$ cat config.mk
export PLATFORM = sky130hd
export DESIGN_NAME = stage_mem_wb
export DESIGN_NICKNAME = d
export VERILOG_FILES = /design/src/rtl/types_pkg.sv /design/src/rtl/watchdog_counter.sv /design/src/rtl/stage_mem_wb.sv
export SDC_FILE = /design/constraint.sdc
export NUM_CORES = 1
export LEC_CHECK = 0
export ABC_CLOCK_PERIOD_IN_PS = 8400
export CAP_MARGIN = 20
export CORE_MARGIN = 10
export CORE_UTILIZATION = 30
export DETAILED_ROUTE_END_ITERATION = 8
export HOLD_SLACK_MARGIN = 0.05
export SYNTH_ARGS = -nofsm -noshare
export SYNTH_HDL_FRONTEND = slang
export SYNTH_HIERARCHICAL = 1
export SYNTH_SLANG_ARGS = --single-unit
$ cat constraint.sdc
create_clock -name clk -period 8.4 [get_ports clk]
set_clock_uncertainty 0.1 [all_clocks]
set_input_delay 1.68 -clock clk [delete_from_list [all_inputs] [get_ports clk]]
set_output_delay 1.68 -clock clk [all_outputs]
set_load 0.005 [all_outputs]
$ cat src/rtl/types_pkg.sv
// Shared types for the 16-bit pipelined core: datapath words, memory control,
// and the memory/writeback stage bundle.
package types_pkg;

  localparam int unsigned XLEN = 16;
  localparam int unsigned DLEN = 32;

  typedef logic [XLEN-1:0] uword;

  typedef struct packed {
    logic mem2r;
    logic memwr;
  } memc_t;

  typedef enum logic {
    IDLE = 1'b0,
    WAIT = 1'b1
  } dmem_state_e;

  typedef struct packed {
    uword            instr;
    logic [DLEN-1:0] alu;
    logic [DLEN-1:0] data;
    logic            reg_wr;
    logic            mem2r;
    logic            R0_en;
  } wb_t;

endpackage

$ cat src/rtl/watchdog_counter.sv
// Cycle counter that flags the last allowed cycle of an outstanding access.
module watchdog_counter #(
  parameter int unsigned TIMEOUT = 16
) (
  input  logic clk,
  input  logic rst,
  input  logic clr,
  input  logic en,
  output logic expired
);

  localparam int unsigned CW = (TIMEOUT > 1) ? $clog2(TIMEOUT) : 1;
  localparam logic [CW-1:0] LAST = CW'(TIMEOUT - 1);

  logic [CW-1:0] r_cnt;

  always_ff @(posedge clk or posedge rst) begin
    if (rst)       r_cnt <= '0;
    else if (clr)  r_cnt <= '0;
    else if (en)   r_cnt <= r_cnt + CW'(1);
  end

  assign expired = en && (r_cnt == LAST);

endmodule

$ cat src/rtl/stage_mem_wb.sv
// Memory/writeback stage: registers the execute result bundle, runs load/store
// accesses over a req/ack data-memory port, and stalls upstream while waiting.
module stage_mem_wb
  import types_pkg::*;
#(
  parameter int unsigned TIMEOUT = 16
) (
  input  logic        clk,
  input  logic        rst,
  input  logic        halt_sys,
  input  memc_t       in_memc,
  input  logic        in_reg_wr,
  input  logic        in_R0_en,
  input  uword        in_instr,
  input  logic [31:0] in_alu,
  input  uword        in_R1_data,
  output logic        dmem_req,
  output logic        dmem_we,
  output logic [15:0] dmem_addr,
  output logic [15:0] dmem_wdata,
  input  logic [15:0] dmem_rdata,
  input  logic        dmem_ack,
  output uword        s3_instruction,
  output logic [31:0] s3_alu,
  output logic [31:0] s3_data,
  output logic        s3_reg_wr,
  output logic        s3_mem2r,
  output logic        s3_R0_en,
  output logic        mem_busy,
  output logic        align_err,
  output logic        bus_err
);

  dmem_state_e r_state, w_state_nxt;
  wb_t         r_wb, w_wb_nxt;
  logic        r_req, w_req_nxt;
  logic        r_we, w_we_nxt;
  logic [15:0] r_addr, w_addr_nxt;
  logic [15:0] r_wdata, w_wdata_nxt;
  logic        r_align_err, w_align_nxt;
  logic        r_bus_err, w_bus_nxt;

  logic w_is_mem;
  logic w_expired;
  logic w_wd_clr;
  logic w_wd_en;

  assign w_is_mem = in_memc.mem2r | in_memc.memwr;

  // Counter runs only while waiting and restarts on every exit from WAIT.
  assign w_wd_en  = (r_state == WAIT);
  assign w_wd_clr = (r_state != WAIT) || (w_state_nxt != WAIT);

  watchdog_counter #(
    .TIMEOUT (TIMEOUT)
  ) u_watchdog (
    .clk     (clk),
    .rst     (rst),
    .clr     (w_wd_clr),
    .en      (w_wd_en),
    .expired (w_expired)
  );

  // Next-state and next-register values; write enables default to a bubble.
  always_comb begin
    w_state_nxt     = r_state;
    w_wb_nxt        = r_wb;
    w_wb_nxt.reg_wr = 1'b0;
    w_wb_nxt.mem2r  = 1'b0;
    w_req_nxt       = r_req;
    w_we_nxt        = r_we;
    w_addr_nxt      = r_addr;
    w_wdata_nxt     = r_wdata;
    w_align_nxt     = r_align_err;
    w_bus_nxt       = r_bus_err;

    case (r_state)
      IDLE: begin
        if (!halt_sys) begin
          if (!w_is_mem) begin
            w_wb_nxt.instr  = in_instr;
            w_wb_nxt.alu    = in_alu;
            w_wb_nxt.data   = in_alu;
            w_wb_nxt.reg_wr = in_reg_wr;
            w_wb_nxt.R0_en  = in_R0_en;
          end else if (in_alu[0]) begin
            w_align_nxt = 1'b1;
          end else begin
            // Load wins when both memory controls are set.
            w_addr_nxt     = in_alu[15:0];
            w_wdata_nxt    = in_R1_data;
            w_we_nxt       = in_memc.memwr & ~in_memc.mem2r;
            w_req_nxt      = 1'b1;
            w_wb_nxt.instr = in_instr;
            w_wb_nxt.alu   = in_alu;
            w_wb_nxt.R0_en = in_R0_en;
            w_state_nxt    = WAIT;
          end
        end
      end
      WAIT: begin
        if (dmem_ack) begin
          w_req_nxt   = 1'b0;
          w_state_nxt = IDLE;
          if (!r_we) begin
            w_wb_nxt.data  = {16'd0, dmem_rdata};
            w_wb_nxt.mem2r = 1'b1;
            w_wb_nxt.R0_en = 1'b0;
          end
        end else if (w_expired) begin
          w_req_nxt   = 1'b0;
          w_bus_nxt   = 1'b1;
          w_state_nxt = IDLE;
        end
      end
      default: w_state_nxt = IDLE;
    endcase
  end

  always_ff @(posedge clk or posedge rst) begin
    if (rst) begin
      r_state     <= IDLE;
      r_wb        <= '0;
      r_req       <= 1'b0;
      r_we        <= 1'b0;
      r_addr      <= '0;
      r_wdata     <= '0;
      r_align_err <= 1'b0;
      r_bus_err   <= 1'b0;
    end else begin
      r_state     <= w_state_nxt;
      r_wb        <= w_wb_nxt;
      r_req       <= w_req_nxt;
      r_we        <= w_we_nxt;
      r_addr      <= w_addr_nxt;
      r_wdata     <= w_wdata_nxt;
      r_align_err <= w_align_nxt;
      r_bus_err   <= w_bus_nxt;
    end
  end

  assign dmem_req       = r_req;
  assign dmem_we        = r_we;
  assign dmem_addr      = r_addr;
  assign dmem_wdata     = r_wdata;
  assign s3_instruction = r_wb.instr;
  assign s3_alu         = r_wb.alu;
  assign s3_data        = r_wb.data;
  assign s3_reg_wr      = r_wb.reg_wr;
  assign s3_mem2r       = r_wb.mem2r;
  assign s3_R0_en       = r_wb.R0_en;
  assign mem_busy       = (r_state == WAIT);
  assign align_err      = r_align_err;
  assign bus_err        = r_bus_err;

endmodule
==> results of run 1 <==
==> report_power, final <==
group          total, mW  switching, mW  internal [mW]
sequential         0.790         0.0693          0.720
clock              0.791          0.263          0.528
combinational      0.517          0.170          0.346
==> worst reg2reg max path: stages (launching register included) <==
cell                       delay, ns
sky130_fd_sc_hd__dfrtp_1        0.64
sky130_fd_sc_hd__nand3b_4       0.41
sky130_fd_sc_hd__clkinv_1       0.50
sky130_fd_sc_hd__nor2_2         0.71
sky130_fd_sc_hd__a22o_1         0.23
==> area by class of cell <==
type / instances / area share [%]
Sequential cell: 123 / 39.8
Timing Repair Buffer: 209 / 27.0
Multi-Input combinational cell: 178 / 21.1
Clock buffer: 22 / 6.26
Tap cell: 216 / 3.50
Clock inverter: 10 / 2.10
Inverter: 5 / 0.275
==> sequential cells by signal (all words and copies together) (netlist names) <==
name	count
s3_alu	32
s3_data	32
dmem_wdata	16
s3_instruction	16
dmem_addr	15
u_watchdog/r_cnt	4
align_err	1
bus_err	1
dmem_req	1
dmem_we	1
mem_busy	1
s3_R0_en	1
s3_mem2r	1
s3_reg_wr	1
==> cells in the mapped netlist <==
cell type,number,share of area (%)
sky130_fd_sc_hd__buf_6,4,0.93
sky130_fd_sc_hd__nor3_1,16,1.6
sky130_fd_sc_hd__o21ai_2,1,0.18
sky130_fd_sc_hd__mux2_4,1,0.31
sky130_fd_sc_hd__o21a_1,1,0.15
sky130_fd_sc_hd__nand3b_4,1,0.41
sky130_fd_sc_hd__mux2i_1,2,0.41
sky130_fd_sc_hd__a21oi_1,3,0.31
sky130_fd_sc_hd__nor2b_1,2,0.26
sky130_fd_sc_hd__nand3b_1,3,0.46
sky130_fd_sc_hd__o22ai_2,10,2.6
sky130_fd_sc_hd__or4_4,1,0.23
sky130_fd_sc_hd__nor4_4,1,0.44
sky130_fd_sc_hd__inv_1,4,0.31
sky130_fd_sc_hd__buf_4,5,0.77
sky130_fd_sc_hd__dfrtp_1,123,63
sky130_fd_sc_hd__nor2_2,1,0.13
sky130_fd_sc_hd__o21ai_0,1,0.10
sky130_fd_sc_hd__xnor2_1,1,0.18
sky130_fd_sc_hd__mux2_2,78,18
sky130_fd_sc_hd__nand2_1,1,0.077
sky130_fd_sc_hd__a22o_1,17,3.1
sky130_fd_sc_hd__clkinv_1,1,0.077
sky130_fd_sc_hd__buf_2,10,1.0
sky130_fd_sc_hd__and2_1,1,0.13
sky130_fd_sc_hd__o22ai_1,6,0.77
sky130_fd_sc_hd__a31o_2,1,0.18
sky130_fd_sc_hd__nor2_1,20,1.5
sky130_fd_sc_hd__o31ai_1,1,0.15
sky130_fd_sc_hd__clkbuf_1,1,0.077
sky130_fd_sc_hd__nand2b_1,1,0.13
sky130_fd_sc_hd__a2bb2oi_1,1,0.18
sky130_fd_sc_hd__and4_1,1,0.18
sky130_fd_sc_hd__conb_1,1,0.077
sky130_fd_sc_hd__nor3_2,1,0.21
sky130_fd_sc_hd__a21bo_1,1,0.21
sky130_fd_sc_hd__nand4_4,1,0.44
sky130_fd_sc_hd__ha_1,1,0.26
==> worst paths after layout <==
path,start,end
max in group asynchronous,rst,s3_data[11]
max,dmem_ack,s3_data[28]
min,align_err,align_err
min reg2reg,align_err,align_err
max reg2reg,mem_busy,s3_data[28]
min in group asynchronous,rst,u_watchdog/r_cnt[1]
==> per-layer routing <==
layer  routed length (um)  global-route usage [%]  vias up
met1                 6430                    16.8     1701
li1                     -                       -     1591
met4                   98                    3.42        0
met2                 6750                    20.8      134
met3                 1500                    7.49        9
met5                    0                       0        -
==> per-stage QoR <==
step	total power, mW	util [%]	area, sq um	hold WS (ns)
after floorplan	0.964	-	4860	0.360
after global placement	1.32	44.6	7080	0.350
after detailed placement	1.33	44.6	7080	0.358
after CTS	2.14	48.7	7730	0.372
after global routing	2.21	48.7	7730	0.400
final	2.10	48.7	7730	0.367
==> cell families after synthesis <==
family | after synthesis
and+or+nand+nor | 51
AOI/OAI and AO/OA | 43
muxes | 81
adders and majority gates | 1
DFF | 123
buffers and inverters | 25
other | 1
xor gates and xnor gates | 1
==> impl_metrics.yaml, run 1 <==
outcome:
  status: "finished clean"
sta:
  postLayoutSetupSlackWorst_ns: 4.75
  fmax_mhz: 274
  timing.max_slew.rel_slack_pct: 41.3
  finalSetupTns_ns: 0
  layout_min_cycle_time_ns: 3.65
  worstMarginPinSlew_ns: 0.880
  final.period_utilization_pct: 43.4
  setup_viol_count_final: 0
  hold_viol: 0
  setup_repair_after_global_routing_missed_its_margin: "no"
  maxSlewViolCount: 0
synth:
  post_synth_and_or_nand_nor_area_fraction_pct: 6.28
  per_instance_average_area_after_synthesis_sq_um: 14.9
  synth_xor_xnor_area_share_pct: 0.180
  synth_adder_area_share_pct: 0.257
  netlist_area_sq_um: 4860
  mux_contribution_to_synthesized_area_pct: 18.8
  ys_warn_count: 6
  synth_compound_gate_area_share_pct: 7.88
  synth.distinct_cells: 38
  ys_seq_area_share_pct: 63.3
  syn_nets: 415
  synth_top_family_by_area: "multiplexers"
  syn_inst: 326
  ys_ff_latch: 123
hold_path:
  hold_path_depth: 2
  holdCritPathClass: "reg2reg"
die:
  placement_rows: 46
  die-width_um: 147
  boundaryPins: 208
  die_h_um: 147
  die_area_sq_um: 21700
  start_util_pct: 30.6
  core_area_sq_um: 15900
global_routing:
  grt.overflow.total: 0
  vias_in_the_first_global_route: 3928
  antenna_found_initial: 0
  groute.usage.overall_pct: 13.8
  grt_start_max_net_pins: 67
  global_route_wire_length_before_repair_mm: 23.5
drt:
  route.vias.total: 3435
  post_drt_wl_per_cell_um: 19.4
  drtPass1Iterations: 3
  post-route-drc-count: 0
  vias_per_inst: 4.50
  violation_count_after_the_first_detailed_routing_iteration: 104
  wl_mm: 14.8
  ant_nets: 0
setup_path:
  critPathMaxStageDelay_ns: 0.71
  crit_slowest_cell: "sky130_fd_sc_hd__nor2_2"
  critical_path.n_buffers_inverters: 2
  setup.worst_path.start_class: "primary input"
  critPathMaxFanout: 18
  critical_path_arrival_ns: 3.89
  path_delay_family: "simple AND/OR/NAND/NOR gates"
  worstRegToRegCells: 4
  setup.reg_to_reg.worst_slack_ns: 5.75
  setup.worst_path.class: "in2reg"
  cp-end-kind: "flop"
  timing.critical_path.depth: 5
  cp_cell_sequence: "clkdlybuf4s50_1 > nand3b_4 > clkinv_1 > nor2_2 > a22o_1"
  critical_path_required_ns: 8.64
place:
  port_buffers: 206
  gpl.final_weighted_congestion: 0.718
  dp_wirelength_mm: 10.9
  place.detailed.instances: 731
  dp_slack_ns: 4.25
pwr:
  max-vdd-ir-drop_uv: 153
  cellPowerDensity_nw_per_um2: 271
  static-leakage-power_nw: 3.22
layout:
  syn2layout_area_growth_pct: 59.1
  antenna_cells_inserted: 0
  mostFrequentLayoutCells: "sky130_fd_sc_hd__clkdlybuf4s50_1 (206), sky130_fd_sc_hd__dfrtp_1 (123), sky130_fd_sc_hd__mux2_2 (78)"
  drive_above_1_share_pct: 24.5
  multi_input_comb_area_sq_um: 1630
  fillerInstances: 1438
  num-nets-final: 623
  most_common_cell_after_layout_fill_and_taps_aside: "sky130_fd_sc_hd__clkdlybuf4s50_1"
  register_area_sq_um: 3080
  final_instance_count_excl_fillers: 763
clock_tree:
  worst_skew_pair.late_latency_ns: 0.40
  cts.clk_slew.worst_paths_ns: 0.06
  cts_tree: "built"
  cts_num_sinks: 123
  cts_htree_levels: 4
  cts.hold.buffers_added: 0
  cts_buffers: 17
  cts-root-to-sink-buffers: 2
  ctsRootBufferMaster: "sky130_fd_sc_hd__clkbuf_16"
  post-cts-setup-buffer-count: 0
  cts.repair.resized: 0
run:
  timing.max_cap.violations: 0
(Power assumes the default switching activity.)
==> inputs of run 2 (changes only) <==
--- a/config.mk
+++ b/config.mk
@@ -5,7 +5,7 @@
 export SDC_FILE = /design/constraint.sdc
 export NUM_CORES = 1
 export LEC_CHECK = 0
-export ABC_CLOCK_PERIOD_IN_PS = 8400
+export ABC_CLOCK_PERIOD_IN_PS = 3090
 export CAP_MARGIN = 20
 export CORE_MARGIN = 10
 export CORE_UTILIZATION = 30
==> constraint.sdc (replaced) <==
create_clock -name clk -period 3.09 [get_ports clk]
set_clock_uncertainty 0.1 [all_clocks]
set_input_delay 0.618 -clock clk [delete_from_list [all_inputs] [get_ports clk]]
set_output_delay 0.618 -clock clk [all_outputs]
set_load 0.005 [all_outputs]
==> impl_metrics.yaml, run 2 (same netlist as run 1, synthesis figures left out) <==
drt:
  vias_per_inst: 4.56
  wl_mm: 14.9
  post-route-drc-count: 0
  drtPass1Iterations: 4
  violation_count_after_the_first_detailed_routing_iteration: 90
  ant_nets: 0
  route.vias.total: 3521
  post_drt_wl_per_cell_um: 19.3
sta:
  layout_min_cycle_time_ns: 2.58
  finalHoldWorstSlack_ns: 0.363
  postLayoutSetupSlackWorst_ns: 0.507
  setup_repair_after_global_routing_missed_its_margin: "no"
  final.period_utilization_pct: 83.6
  maxSlewViolCount: 0
  hold_viol: 0
  fmax_mhz: 387
  worstMarginPinSlew_ns: 0.749
  finalSetupTns_ns: 0
  timing.max_slew.rel_slack_pct: 50.0
  setup_viol_count_final: 0
global_routing:
  groute.usage.overall_pct: 13.8
  global_route_wire_length_before_repair_mm: 23.5
  grt_start_max_net_pins: 40
  grt.overflow.total: 0
  antenna_found_initial: 1
  vias_in_the_first_global_route: 3946
setup_path:
  critical_path.n_buffers_inverters: 1
  critPathMaxFanout: 17
  critical_path_arrival_ns: 1.86
  path_delay_family: "flip-flops"
  crit_slowest_cell: "sky130_fd_sc_hd__dfrtp_1"
  setup.worst_path.start_class: "flop"
  cp-end-kind: "primary output"
  setup.worst_path.class: "reg2out"
  critical_path_required_ns: 2.37
  critPathMaxStageDelay_ns: 0.80
  cp_cell_sequence: "clkdlybuf4s50_1"
layout:
  final_instance_count_excl_fillers: 772
  drive_above_1_share_pct: 24.9
  syn2layout_area_growth_pct: 61.3
  num-nets-final: 631
  layout.cell_area.non_filler_sq_um: 7840
  fin_util_pct: 49.3
  mostFrequentLayoutCells: "sky130_fd_sc_hd__clkdlybuf4s50_1 (206), sky130_fd_sc_hd__dfrtp_1 (123), sky130_fd_sc_hd__mux2_2 (78)"
  most_common_cell_after_layout_fill_and_taps_aside: "sky130_fd_sc_hd__clkdlybuf4s50_1"
place:
  port_buffers: 206
  dp_slack_ns: 0.616
  dp_wirelength_mm: 11.1
  place.detailed.instances: 739
  gpl.final_weighted_congestion: 0.731
  placement.cell_area_sq_um: 7170
die:
  placement_rows: 46
  start_util_pct: 30.6
  die_area_sq_um: 21700
  boundaryPins: 208
  die-width_um: 147
  core_area_sq_um: 15900
  die_h_um: 147
clock_tree:
  cts.hold.buffers_added: 0
  ctsRootBufferMaster: "sky130_fd_sc_hd__clkbuf_16"
  cts-root-to-sink-buffers: 2
  cts_buffers: 17
  cts.repair.resized: 0
  cts.clk_slew.worst_paths_ns: 0.05
  cts_num_sinks: 123
  cts_tree: "built"
  cts_htree_levels: 4
  worst_skew_pair.late_latency_ns: 0.40
  post-cts-setup-buffer-count: 0
pwr:
  p_total_mw: 5.79
  max-vdd-ir-drop_uv: 328
  cellPowerDensity_nw_per_um2: 738
  static-leakage-power_nw: 3.27
hold_path:
  holdCritPathClass: "reg2reg"
outcome:
  status: "finished clean"
run:
  timing.max_cap.violations: 0
[run 2: layout make-up]
| class | count | area (sq um) |
|---|---|---|
| diodes | 1 | 2.50 |
| fillers | 1419 | 8050 |
| flip-flops and latches | 123 | 3080 |
| clock inverters | 6 | 155 |
| well taps | 216 | 270 |
| inverters | 5 | 22.5 |
| clock buffers | 26 | 509 |
| repair buffers | 217 | 2170 |
| multi-input cells | 178 | 1630 |
[run 2: worst paths after layout]
path	end	cells after the start	startpoint	slack (ns)
max	mem_busy	1	mem_busy	0.51
min	bus_err	1	bus_err	0.36
max reg2reg	s3_alu[23]	4	mem_busy	1.07
min reg2reg	bus_err	1	bus_err	0.36
max in group asynchronous	s3_data[1]	3	rst	1.71
min in group asynchronous	u_watchdog/r_cnt[3]	2	rst	0.43
[run 2: metal layers]
layer,up-vias,GRT usage (%),part of all wire [%]
li1,1603,-,-
met1,1774,16.7,43
met2,127,21.8,48
met5,-,0,0
met4,0,5.70,1.8
met3,17,5.19,7.4
[run 2: power breakdown]
group	leakage [nW]	switching, mW	internal [mW]
Clock	0.325	0.673	1.54
Combinational	1.48	0.472	0.953
Sequential	1.47	0.190	1.96
Total	3.27	1.33	4.45
==> inputs of run 3 (changes only) <==
--- a/config.mk
+++ b/config.mk
@@ -5,7 +5,7 @@
 export SDC_FILE = /design/constraint.sdc
 export NUM_CORES = 1
 export LEC_CHECK = 0
-export ABC_CLOCK_PERIOD_IN_PS = 3090
+export ABC_CLOCK_PERIOD_IN_PS = 2400
 export CAP_MARGIN = 20
 export CORE_MARGIN = 10
 export CORE_UTILIZATION = 30
==> constraint.sdc (replaced) <==
create_clock -name clk -period 2.4 [get_ports clk]
set_clock_uncertainty 0.1 [all_clocks]
set_input_delay 0.48 -clock clk [delete_from_list [all_inputs] [get_ports clk]]
set_output_delay 0.48 -clock clk [all_outputs]
set_load 0.005 [all_outputs]
==> impl_metrics.yaml, run 3 (same netlist as run 1, synthesis figures left out) <==
outcome:
  status: "finished clean"
clock_tree:
  cts.clk_slew.worst_paths_ns: 0.05
  cts.repair.resized: 0
  cts_num_sinks: 123
  cts_htree_levels: 4
  cts_tree: "built"
  worst_skew_pair.late_latency_ns: 0.41
  cts.hold.buffers_added: 0
  ctsRootBufferMaster: "sky130_fd_sc_hd__clkbuf_16"
  post-cts-setup-buffer-count: 0
  cts_buffers: 17
  cts-root-to-sink-buffers: 2
drt:
  route.vias.total: 3538
  vias_per_inst: 4.58
  post-route-drc-count: 0
  ant_nets: 0
  wl_mm: 15.1
  post_drt_wl_per_cell_um: 19.5
  violation_count_after_the_first_detailed_routing_iteration: 137
  drtPass1Iterations: 4
global_routing:
  antenna_found_initial: 0
  grt.overflow.total: 0
  groute.usage.overall_pct: 14.2
  vias_in_the_first_global_route: 3958
  global_route_wire_length_before_repair_mm: 23.9
  grt_start_max_net_pins: 94
layout:
  most_common_cell_after_layout_fill_and_taps_aside: "sky130_fd_sc_hd__clkdlybuf4s50_1"
  fillerInstances: 1445
  num-nets-final: 633
  layout.cell_area.non_filler_sq_um: 7830
  drive_above_1_share_pct: 25.7
  mostFrequentLayoutCells: "sky130_fd_sc_hd__clkdlybuf4s50_1 (206), sky130_fd_sc_hd__dfrtp_1 (123), sky130_fd_sc_hd__mux2_2 (78)"
  antenna_cells_inserted: 0
  syn2layout_area_growth_pct: 61.2
sta:
  maxSlewViolCount: 0
  layout_min_cycle_time_ns: 2.22
  timing.max_slew.rel_slack_pct: 44.5
  setup_repair_after_global_routing_missed_its_margin: "no"
  fmax_mhz: 451
  worstMarginPinSlew_ns: 0.832
  setup_viol_count_final: 0
  postLayoutSetupSlackWorst_ns: 0.184
  hold_viol: 0
  finalSetupTns_ns: 0
  final.period_utilization_pct: 92.3
setup_path:
  setup.reg_to_reg.worst_slack_ns: 0.55
  path_delay_family: "flip-flops"
  critical_path_arrival_ns: 1.64
  cp-end-kind: "primary output"
  setup.worst_path.class: "reg2out"
  setup.worst_path.start_class: "flop"
  worstRegToRegCells: 4
  crit_slowest_cell: "sky130_fd_sc_hd__dfrtp_1"
  critical_path_required_ns: 1.82
  timing.rr.end: "dmem_wdata[13]"
  cp_cell_sequence: "clkdlybuf4s50_1"
  critPathMaxStageDelay_ns: 0.62
  critical_path.n_buffers_inverters: 1
  crit-reg2reg-launch: "mem_busy"
  critPathMaxFanout: 10
die:
  start_util_pct: 30.6
  die_h_um: 147
  die_area_sq_um: 21700
  placement_rows: 46
  boundaryPins: 208
  die-width_um: 147
  core_area_sq_um: 15900
pwr:
  p_total_mw: 7.31
  max-vdd-ir-drop_uv: 556
  static-leakage-power_nw: 3.27
  cellPowerDensity_nw_per_um2: 934
place:
  dp_slack_ns: 0.0614
  port_buffers: 206
  dp_wirelength_mm: 11.2
  placement.cell_area_sq_um: 7210
  gpl.final_weighted_congestion: 0.737
hold_path:
  holdCritPathClass: "in2async"
run:
  timing.max_cap.violations: 0
[run 3: final cells by class]
cell class / instances / area (sq um) / area share (%)
sequential: 123 / 3080 / 39.3
timing repair buffer: 219 / 2210 / 28.2
multi-input combinational: 178 / 1630 / 20.8
clock buffer: 19 / 453 / 5.78
tap: 216 / 270 / 3.45
clock inverter: 12 / 171 / 2.19
inverter: 5 / 22.5 / 0.287
[run 3: how the worst max path moves through the flow]
stage / startpoint / to / slack, ns / cells past startpoint
floorplan: rst / align_err / 0.36 / 1
global placement: halt_sys / s3_instruction[15] / 0.15 / 6
detailed placement: in_memc[0] / s3_data[21] / 0.06 / 4
CTS: mem_busy / mem_busy / 0.14 / 1
global route: mem_busy / mem_busy / 0.12 / 1
finish: mem_busy / mem_busy / 0.18 / 1
[run 3: power breakdown]
group | switching (mW) | total [mW] | internal, mW
combinational | 0.615 | 1.85 | 1.24
sequential | 0.246 | 2.77 | 2.52
clock | 0.914 | 2.69 | 1.78
[run 3: layer usage]
layer	vias up	share of wire, %	track usage (%)
met5	-	0	0
met4	0	1.8	5.90
met3	19	8.0	5.99
met2	134	50	23.0
met1	1786	40	16.1
li1	1599	-	-
[run 3: stage by stage]
stage	std cells	hold WS [ns]	utilization (%)
after floorplan	326	0.146	-
final	772	0.298	49.3
after detailed placement	741	0.363	45.4
after global routing	772	0.308	49.3
after global placement	741	0.359	45.4
after CTS	772	0.289	49.3
